--- src/rtl/fetch_decode_unit_if.sv ---
// Instruction-memory read bus between the fetch/decode front end (master)
// and the instruction memory (slave).
interface fetch_decode_unit_if;
  logic        mem_req;
  logic [31:0] mem_addr;
  logic [31:0] mem_rdata;
  logic        mem_ack;

  modport master (output mem_req, output mem_addr, input mem_rdata, input mem_ack);
  modport slave  (input mem_req, input mem_addr, output mem_rdata, output mem_ack);
endinterface

--- src/rtl/fetch_decode_unit.sv ---
// Fetch/decode front end: reads two or three instruction words at the
// program counter, pulses pc_inc once per consumed word, latches the decoded
// fields and issues one single-cycle write strobe per instruction.
module fetch_decode_unit #(
  parameter int unsigned MEM_TIMEOUT = 0
) (
  input  logic                clk,
  input  logic                rst_n,
  fetch_decode_unit_if.master bus,
  input  logic                i_run,
  input  logic [31:0]         i_program_counter,
  output logic [2:0]          o_op,
  output logic                o_form,
  output logic [1:0]          o_vec,
  output logic [3:0]          o_alu_config,
  output logic [3:0]          o_A,
  output logic [3:0]          o_B,
  output logic [3:0]          o_C,
  output logic [3:0]          o_D,
  output logic [3:0]          o_Y1,
  output logic [3:0]          o_Y2,
  output logic [1:0]          o_write,
  output logic                o_const_c,
  output logic                o_pc_inc,
  output logic [31:0]         o_constant,
  output logic [3:0]          o_copy_select,
  output logic                o_issue,
  output logic                o_fault
);

  typedef enum logic [2:0] {
    F0_REQ, F0_INC, F1_REQ, F1_INC, K_REQ, K_INC, EXEC, HALT
  } state_t;

  // Counter value on the last allowed waiting cycle (unused when MEM_TIMEOUT=0).
  localparam logic [31:0] LP_TMO_LAST = 32'(MEM_TIMEOUT - 1);

  state_t      r_state;
  state_t      w_next;
  logic        w_req;
  logic        w_req_o;
  logic        w_ack;
  logic        w_exec;
  logic        w_inc;
  logic        w_tmo_last;
  logic        w_tmo_hit;
  logic [31:0] r_tmo_cnt;
  logic        r_fault;

  logic [2:0]  r_op;
  logic        r_form;
  logic [1:0]  r_vec;
  logic [1:0]  r_wr;
  logic        r_const_c;
  logic [3:0]  r_alu_config;
  logic [3:0]  r_copy_select;
  logic [3:0]  r_A, r_B, r_C, r_D, r_Y1, r_Y2;
  logic [31:0] r_constant;

  assign w_tmo_last = (MEM_TIMEOUT != 0) && (r_tmo_cnt == LP_TMO_LAST);
  // Request is forced low while reset is held so every output reads 0.
  assign w_req_o    = w_req & rst_n;
  assign w_ack      = w_req_o & bus.mem_ack;

  // Next-state and per-state strobes; an ack always beats a timeout.
  always_comb begin
    w_next    = r_state;
    w_req     = 1'b0;
    w_inc     = 1'b0;
    w_exec    = 1'b0;
    w_tmo_hit = 1'b0;
    case (r_state)
      F0_REQ: begin
        w_req = i_run;
        if (i_run) begin
          if (bus.mem_ack)     w_next = F0_INC;
          else if (w_tmo_last) begin w_next = HALT; w_tmo_hit = 1'b1; end
        end
      end
      F1_REQ: begin
        w_req = 1'b1;
        if (bus.mem_ack)     w_next = F1_INC;
        else if (w_tmo_last) begin w_next = HALT; w_tmo_hit = 1'b1; end
      end
      K_REQ: begin
        w_req = 1'b1;
        if (bus.mem_ack)     w_next = K_INC;
        else if (w_tmo_last) begin w_next = HALT; w_tmo_hit = 1'b1; end
      end
      F0_INC: begin
        w_inc  = 1'b1;
        w_next = F1_REQ;
      end
      F1_INC: begin
        w_inc  = 1'b1;
        w_next = r_const_c ? K_REQ : EXEC;
      end
      K_INC: begin
        w_inc  = 1'b1;
        w_next = EXEC;
      end
      EXEC: begin
        w_exec = 1'b1;
        w_next = F0_REQ;
      end
      HALT:    w_next = HALT;
      default: w_next = F0_REQ;
    endcase
  end

  // State register.
  always_ff @(posedge clk or negedge rst_n) begin
    if (!rst_n) r_state <= F0_REQ;
    else        r_state <= w_next;
  end

  // Wait counter: runs only while a request is outstanding, clears otherwise,
  // which also clears it on entry to every request state.
  always_ff @(posedge clk or negedge rst_n) begin
    if (!rst_n)                        r_tmo_cnt <= '0;
    else if (w_req_o && !bus.mem_ack)  r_tmo_cnt <= r_tmo_cnt + 32'd1;
    else                               r_tmo_cnt <= '0;
  end

  // Sticky timeout flag, cleared only by reset.
  always_ff @(posedge clk or negedge rst_n) begin
    if (!rst_n)         r_fault <= 1'b0;
    else if (w_tmo_hit) r_fault <= 1'b1;
  end

  // Field registers: each word's fields load only on that word's ack.
  always_ff @(posedge clk or negedge rst_n) begin
    if (!rst_n) begin
      r_op <= '0; r_form <= 1'b0; r_vec <= '0; r_wr <= '0; r_const_c <= 1'b0;
      r_alu_config <= '0; r_copy_select <= '0;
      r_A <= '0; r_B <= '0; r_C <= '0; r_D <= '0; r_Y1 <= '0; r_Y2 <= '0;
      r_constant <= '0;
    end else if (w_ack) begin
      if (r_state == F0_REQ) begin
        r_op          <= bus.mem_rdata[31:29];
        r_form        <= bus.mem_rdata[28];
        r_vec         <= bus.mem_rdata[27:26];
        r_wr          <= bus.mem_rdata[25:24];
        r_const_c     <= bus.mem_rdata[23];
        r_alu_config  <= bus.mem_rdata[22:19];
        r_copy_select <= bus.mem_rdata[18:15];
      end
      if (r_state == F1_REQ) begin
        r_A  <= bus.mem_rdata[31:28];
        r_B  <= bus.mem_rdata[27:24];
        r_C  <= bus.mem_rdata[23:20];
        r_D  <= bus.mem_rdata[19:16];
        r_Y1 <= bus.mem_rdata[15:12];
        r_Y2 <= bus.mem_rdata[11:8];
      end
      if (r_state == K_REQ) r_constant <= bus.mem_rdata;
    end
  end

  assign bus.mem_req    = w_req_o;
  assign bus.mem_addr   = w_req_o ? i_program_counter : 32'd0;
  assign o_pc_inc       = w_inc;
  assign o_issue        = w_exec;
  assign o_write        = w_exec ? r_wr : 2'b00;
  assign o_fault        = r_fault;
  assign o_op           = r_op;
  assign o_form         = r_form;
  assign o_vec          = r_vec;
  assign o_const_c      = r_const_c;
  assign o_alu_config   = r_alu_config;
  assign o_copy_select  = r_copy_select;
  assign o_A            = r_A;
  assign o_B            = r_B;
  assign o_C            = r_C;
  assign o_D            = r_D;
  assign o_Y1           = r_Y1;
  assign o_Y2           = r_Y2;
  assign o_constant     = r_constant;

endmodule

--- src/flat_wrapper.sv ---
// flat-port wrapper written by rule: the top's interface ports become plain ports
module fetch_decode_unit_flat 
#(
  parameter int unsigned MEM_TIMEOUT = 0
)
  (clk, rst_n, i_run, i_program_counter, o_op, o_form, o_vec, o_alu_config, o_A, o_B, o_C, o_D, o_Y1, o_Y2, o_write, o_const_c, o_pc_inc, o_constant, o_copy_select, o_issue, o_fault, bus_mem_req, bus_mem_addr, bus_mem_rdata, bus_mem_ack);
  fetch_decode_unit_if bus_i ();
  input  logic clk;
  input  logic rst_n;
  input  logic i_run;
  input  logic [31:0] i_program_counter;
  output logic [2:0] o_op;
  output logic o_form;
  output logic [1:0] o_vec;
  output logic [3:0] o_alu_config;
  output logic [3:0] o_A;
  output logic [3:0] o_B;
  output logic [3:0] o_C;
  output logic [3:0] o_D;
  output logic [3:0] o_Y1;
  output logic [3:0] o_Y2;
  output logic [1:0] o_write;
  output logic o_const_c;
  output logic o_pc_inc;
  output logic [31:0] o_constant;
  output logic [3:0] o_copy_select;
  output logic o_issue;
  output logic o_fault;
  output wire logic [$bits(bus_i.mem_req)-1:0] bus_mem_req;
  output wire logic [$bits(bus_i.mem_addr)-1:0] bus_mem_addr;
  input wire logic [$bits(bus_i.mem_rdata)-1:0] bus_mem_rdata;
  input wire logic [$bits(bus_i.mem_ack)-1:0] bus_mem_ack;
  assign bus_mem_req = bus_i.mem_req;
  assign bus_mem_addr = bus_i.mem_addr;
  assign bus_i.mem_rdata = bus_mem_rdata;
  assign bus_i.mem_ack = bus_mem_ack;
  fetch_decode_unit #(.MEM_TIMEOUT(MEM_TIMEOUT)) u_core (.clk(clk), .rst_n(rst_n), .bus(bus_i), .i_run(i_run), .i_program_counter(i_program_counter), .o_op(o_op), .o_form(o_form), .o_vec(o_vec), .o_alu_config(o_alu_config), .o_A(o_A), .o_B(o_B), .o_C(o_C), .o_D(o_D), .o_Y1(o_Y1), .o_Y2(o_Y2), .o_write(o_write), .o_const_c(o_const_c), .o_pc_inc(o_pc_inc), .o_constant(o_constant), .o_copy_select(o_copy_select), .o_issue(o_issue), .o_fault(o_fault));
endmodule
--- config.mk ---
export PLATFORM = sky130hd
export DESIGN_NAME = fetch_decode_unit_flat
export DESIGN_NICKNAME = d
export VERILOG_FILES = /design/src/rtl/fetch_decode_unit_if.sv /design/src/rtl/fetch_decode_unit.sv /design/src/flat_wrapper.sv
export SDC_FILE = /design/constraint.sdc
export NUM_CORES = 1
export LEC_CHECK = 0
export ABC_AREA = 1
export BUFFER_PORTS_ARGS = -buffer_cell sky130_fd_sc_hd__buf_4
export CAP_MARGIN = 10
export CORE_MARGIN = 10
export CORE_UTILIZATION = 46
export CTS_CLUSTER_DIAMETER = 80
export DETAILED_ROUTE_END_ITERATION = 8
export GPL_ROUTABILITY_DRIVEN = 0
export PLACE_DENSITY = 0.81
export REMOVE_ABC_BUFFERS = 1
export SKIP_LAST_GASP = 1
export SLEW_MARGIN = 5
export SYNTH_ARGS = -nofsm -noshare
export SYNTH_HDL_FRONTEND = slang
export SYNTH_SLANG_ARGS = --single-unit
export TNS_END_PERCENT = 20
--- constraint.sdc ---
create_clock -name clk -period 1.7 [get_ports clk]
set_input_delay 0.085 -clock clk [delete_from_list [all_inputs] [get_ports clk]]
set_output_delay 0.085 -clock clk [all_outputs]
set_load 0.02 [all_outputs]
==> impl_metrics.ini <==
[outcome]
status = finished, violations left
violations = setup timing

[clock_tree]
cts.sink_count = 76
cts_tree = built
cts_root_buf = clkbuf_8
clock_latency_ps = 340
ctsHtreeMaxLevel = 3
cts-buffers-inserted = 9
clk_path_buf_depth = 2
clk_pin_slew_ps = 80

[cells_and_area]
finalNetCount = 695
final_util_pct = 76.3
num_antenna_cells = 0
fin_cells = 731
area_delta_synth_final_pct = 60.2
final_layout_size_suffix_gt1_share_pct = 40.7

[sta]
timing.fmax_mhz = 583
finalHoldViolCount = 0
relSlewSlack_pct = 48.3
fin_crit_sh_pct = 101
fin_crit_ps = 1720
setup_viol = 21
whs_ps = 10.3
skew_ps = 7.46
maxSlewViolCount = 0
setup_ws_ps = -16.3
fin_tns_setup_ps = -186
grt_setup_unrepaired = yes
tightestPinTransition_ps = 775

[logic_synthesis]
synth_edf_count = 0
synthSimpleGateAreaFrac_pct = 29.8
synth_top_cell_by_area = dfrtp_1
yosysMostFrequentCell = nand2_1
synth_common_cells = 127 x nand2_1, 76 x dfrtp_1, 57 x inv_1
syn_avg_cell_area_um2 = 8.27
synth_cells = 420
synth_fa_ha_area_share_pct = 0
synth-seq-cells = 76
seq_area_frac_synth_pct = 54.8
synth_xor_area_share_pct = 0
syn-cell-area_um2 = 3470
synth_top_area_share_pct = 54.8
synthTopCellsByArea = dfrtp_1 55%, nand2_1 14%, nand4_1 8.8%
synth.distinct_cells = 27
muxShareOfSynthArea_pct = 0
synth_top_family_by_area = simple AND/OR/NAND/NOR gates
synthArstFlopShare_pct = 100
ys.flop_type = dfrtp_1
yosysWarnings = 0
synth_compound_area_share_pct = 4.36

[grt]
gr-total-overflow = 0
antenna_found_initial = 0
grt_max_degree = 62
grtUsageTotal_pct = 21.6
grt_pass1_vias = 3676
grt_first_pass_wirelength_um = 19900

[drt]
topRoutingLayerUsed = met4
wl_met3_um = 1140
wl_met2_um = 6720
wl_per_cell_um = 18.0
dr_total_vias = 3707
viasPerCell = 5.07
drtAntennaViolNets = 0
wl_met1_um = 5000
drt_iter0_drc = 157
routed_wl_um = 13100
dr.pass1.iters = 4
drc_errors = 0

[die]
ios = 177
fp.coreArea_um2 = 7290
rows = 31
fp.dieH_um = 107
start_util_pct = 47.6
dieWidth_um = 107
dieArea_um2 = 11400

[setup_path]
r2r_start = u_core.r_state[1]$_DFFE_PN0P_
worstSetupPathType = reg2out
required_ps = 1620
rr_worst_depth = 8
rrSetupSlack_ps = 50
end_kind = primary output
worstPathMaxFanout = 16
crit_arrival_ps = 1630
worstSetupStartpointType = flop
r2r-end = u_core.o_constant[25]$_DFFE_PN0P_

[pwr]
p_leak_nw = 3.17
finalPower_mw = 10.3
ir_worst_vdd_v = 0.000806
power_per_cell_area_nw_per_um2 = 1850

[place]
dp.cells = 678
hpwl_um = 8910
port_buffers = 175

[worst_hold_path]
worstHoldPathType = in2reg
min_from = bus_mem_rdata[16]
hold_end = u_core.o_D[0]$_DFFE_PN0P_
hold_depth = 3

[flow_run]
max_cap_violations = 0
[layout make-up]
| cell class | instances | area (µm²) |
|---|---|---|
| fill | 503 | 1730 |
| sequential | 76 | 1910 |
| multi-input combinational | 253 | 1250 |
| timing repair inverter | 1 | 16.3 |
| timing repair buffer | 224 | 1760 |
| tap | 99 | 124 |
| inverter | 62 | 251 |
| clock inverter | 4 | 95.1 |
| clock buffer | 12 | 155 |
[routing by layer]
layer / up-vias / global-route usage [%]
met5: - / 0
met4: 0 / 5.90
met3: 30 / 6.71
met2: 176 / 38.0
met1: 1767 / 24.7
li1: 1734 / -
[worst max path at each step]
| stage | start | to | slack, ps | depth (start not counted) |
|---|---|---|---|---|
| 6_report | u_core.r_state[1]$_DFFE_PN0P_ | bus_mem_addr[20] | -20 | 8 |
| 5_1_grt | u_core.r_state[1]$_DFFE_PN0P_ | bus_mem_addr[13] | -90 | 8 |
| 4_1_cts | flop | bus_mem_req | -10 | 7 |
| 3_5_place_dp | u_core.r_state[1]$_DFFE_PN0P_ | bus_mem_addr[26] | 120 | 7 |
| 3_3_place_gp | u_core.r_state[1]$_DFFE_PN0P_ | bus_mem_addr[0] | 180 | 7 |
| 2_1_floorplan | u_core.r_state[0]$_DFFE_PN0P_ | u_core.o_constant[0]$_DFFE_PN0P_ | -560 | 6 |
[kinds of logic after synthesis]
family | after synthesis
buf+inv | 91
other cells | 1
compound gates | 27
flops | 76
simple gates | 225
[per-stage QoR]
step                      worst slack [ps]  instance area [µm²]
final                                -16.3                 5560
after detailed placement               121                 4860
after floorplan                       -560                 3320
after global routing                 -87.3                 5560
after global placement                 178                 4860
after CTS                            -11.3                 5400
[flip-flops by register name, indices dropped and copies added (netlist names), 2 cells and up, named ones only]
signal / count
u_core.o_C: 4
u_core.o_constant: 32
u_core.o_vec: 2
u_core.o_D: 4
u_core.o_op: 3
u_core.o_Y1: 4
u_core.r_state: 2
u_core.o_Y2: 4
u_core.o_alu_config: 4
u_core.o_copy_select: 4
u_core.o_B: 4
u_core.o_A: 4
u_core.r_wr: 2
[where the power goes]
part / total, mW / internal, mW / leakage, nW / switching, mW
clock: 1.72 / 1.05 / 0.127 / 0.668
sequential: 3.14 / 2.62 / 0.958 / 0.523
combinational: 5.44 / 2.21 / 2.09 / 3.22
[critical path: stages (launching register included)]
cell	delay (ps)
dfrtp_2	450
inv_2	100
nand2_2	80
nor2_4	150
nor2_4	60
buf_12	150
inv_12	90
nor2_1	50
buf_4	150
[cells in the final DEF (no fill, tap or decap)]
cell type and count:
a21oi_1 1, and2_1 1, buf_12 2, buf_4 201, buf_6 2, bufinv_16 3, clkbuf_1 1, clkbuf_8 11
clkinv_2 1, conb_1 1, dfrtp_1 73, dfrtp_2 3, dlygate4sd3_1 19, inv_1 57, inv_12 1, inv_16 1
inv_2 3, inv_4 1, nand2_1 126, nand2_2 1, nand2_4 1, nand3_1 3, nand3_2 1, nand3_4 1
nand4_1 49, nand4_2 1, nand4_4 1, nor2_1 20, nor2_2 15, nor2_4 3, nor3b_1 2, o21ai_0 1
o21ai_1 20, o21ai_2 4, o22ai_1 1
[timing repair]
item,4_1_cts,5_1_grt
resized for setup,12,27
endpoints found under the setup margin,33,48
buffers inserted,6,11
hold endpoints to repair,36,0
cloned,1,0
hold buffers,19,0
pin swaps,2,2
No activity file was read; power rests on OpenSTA's default activity.
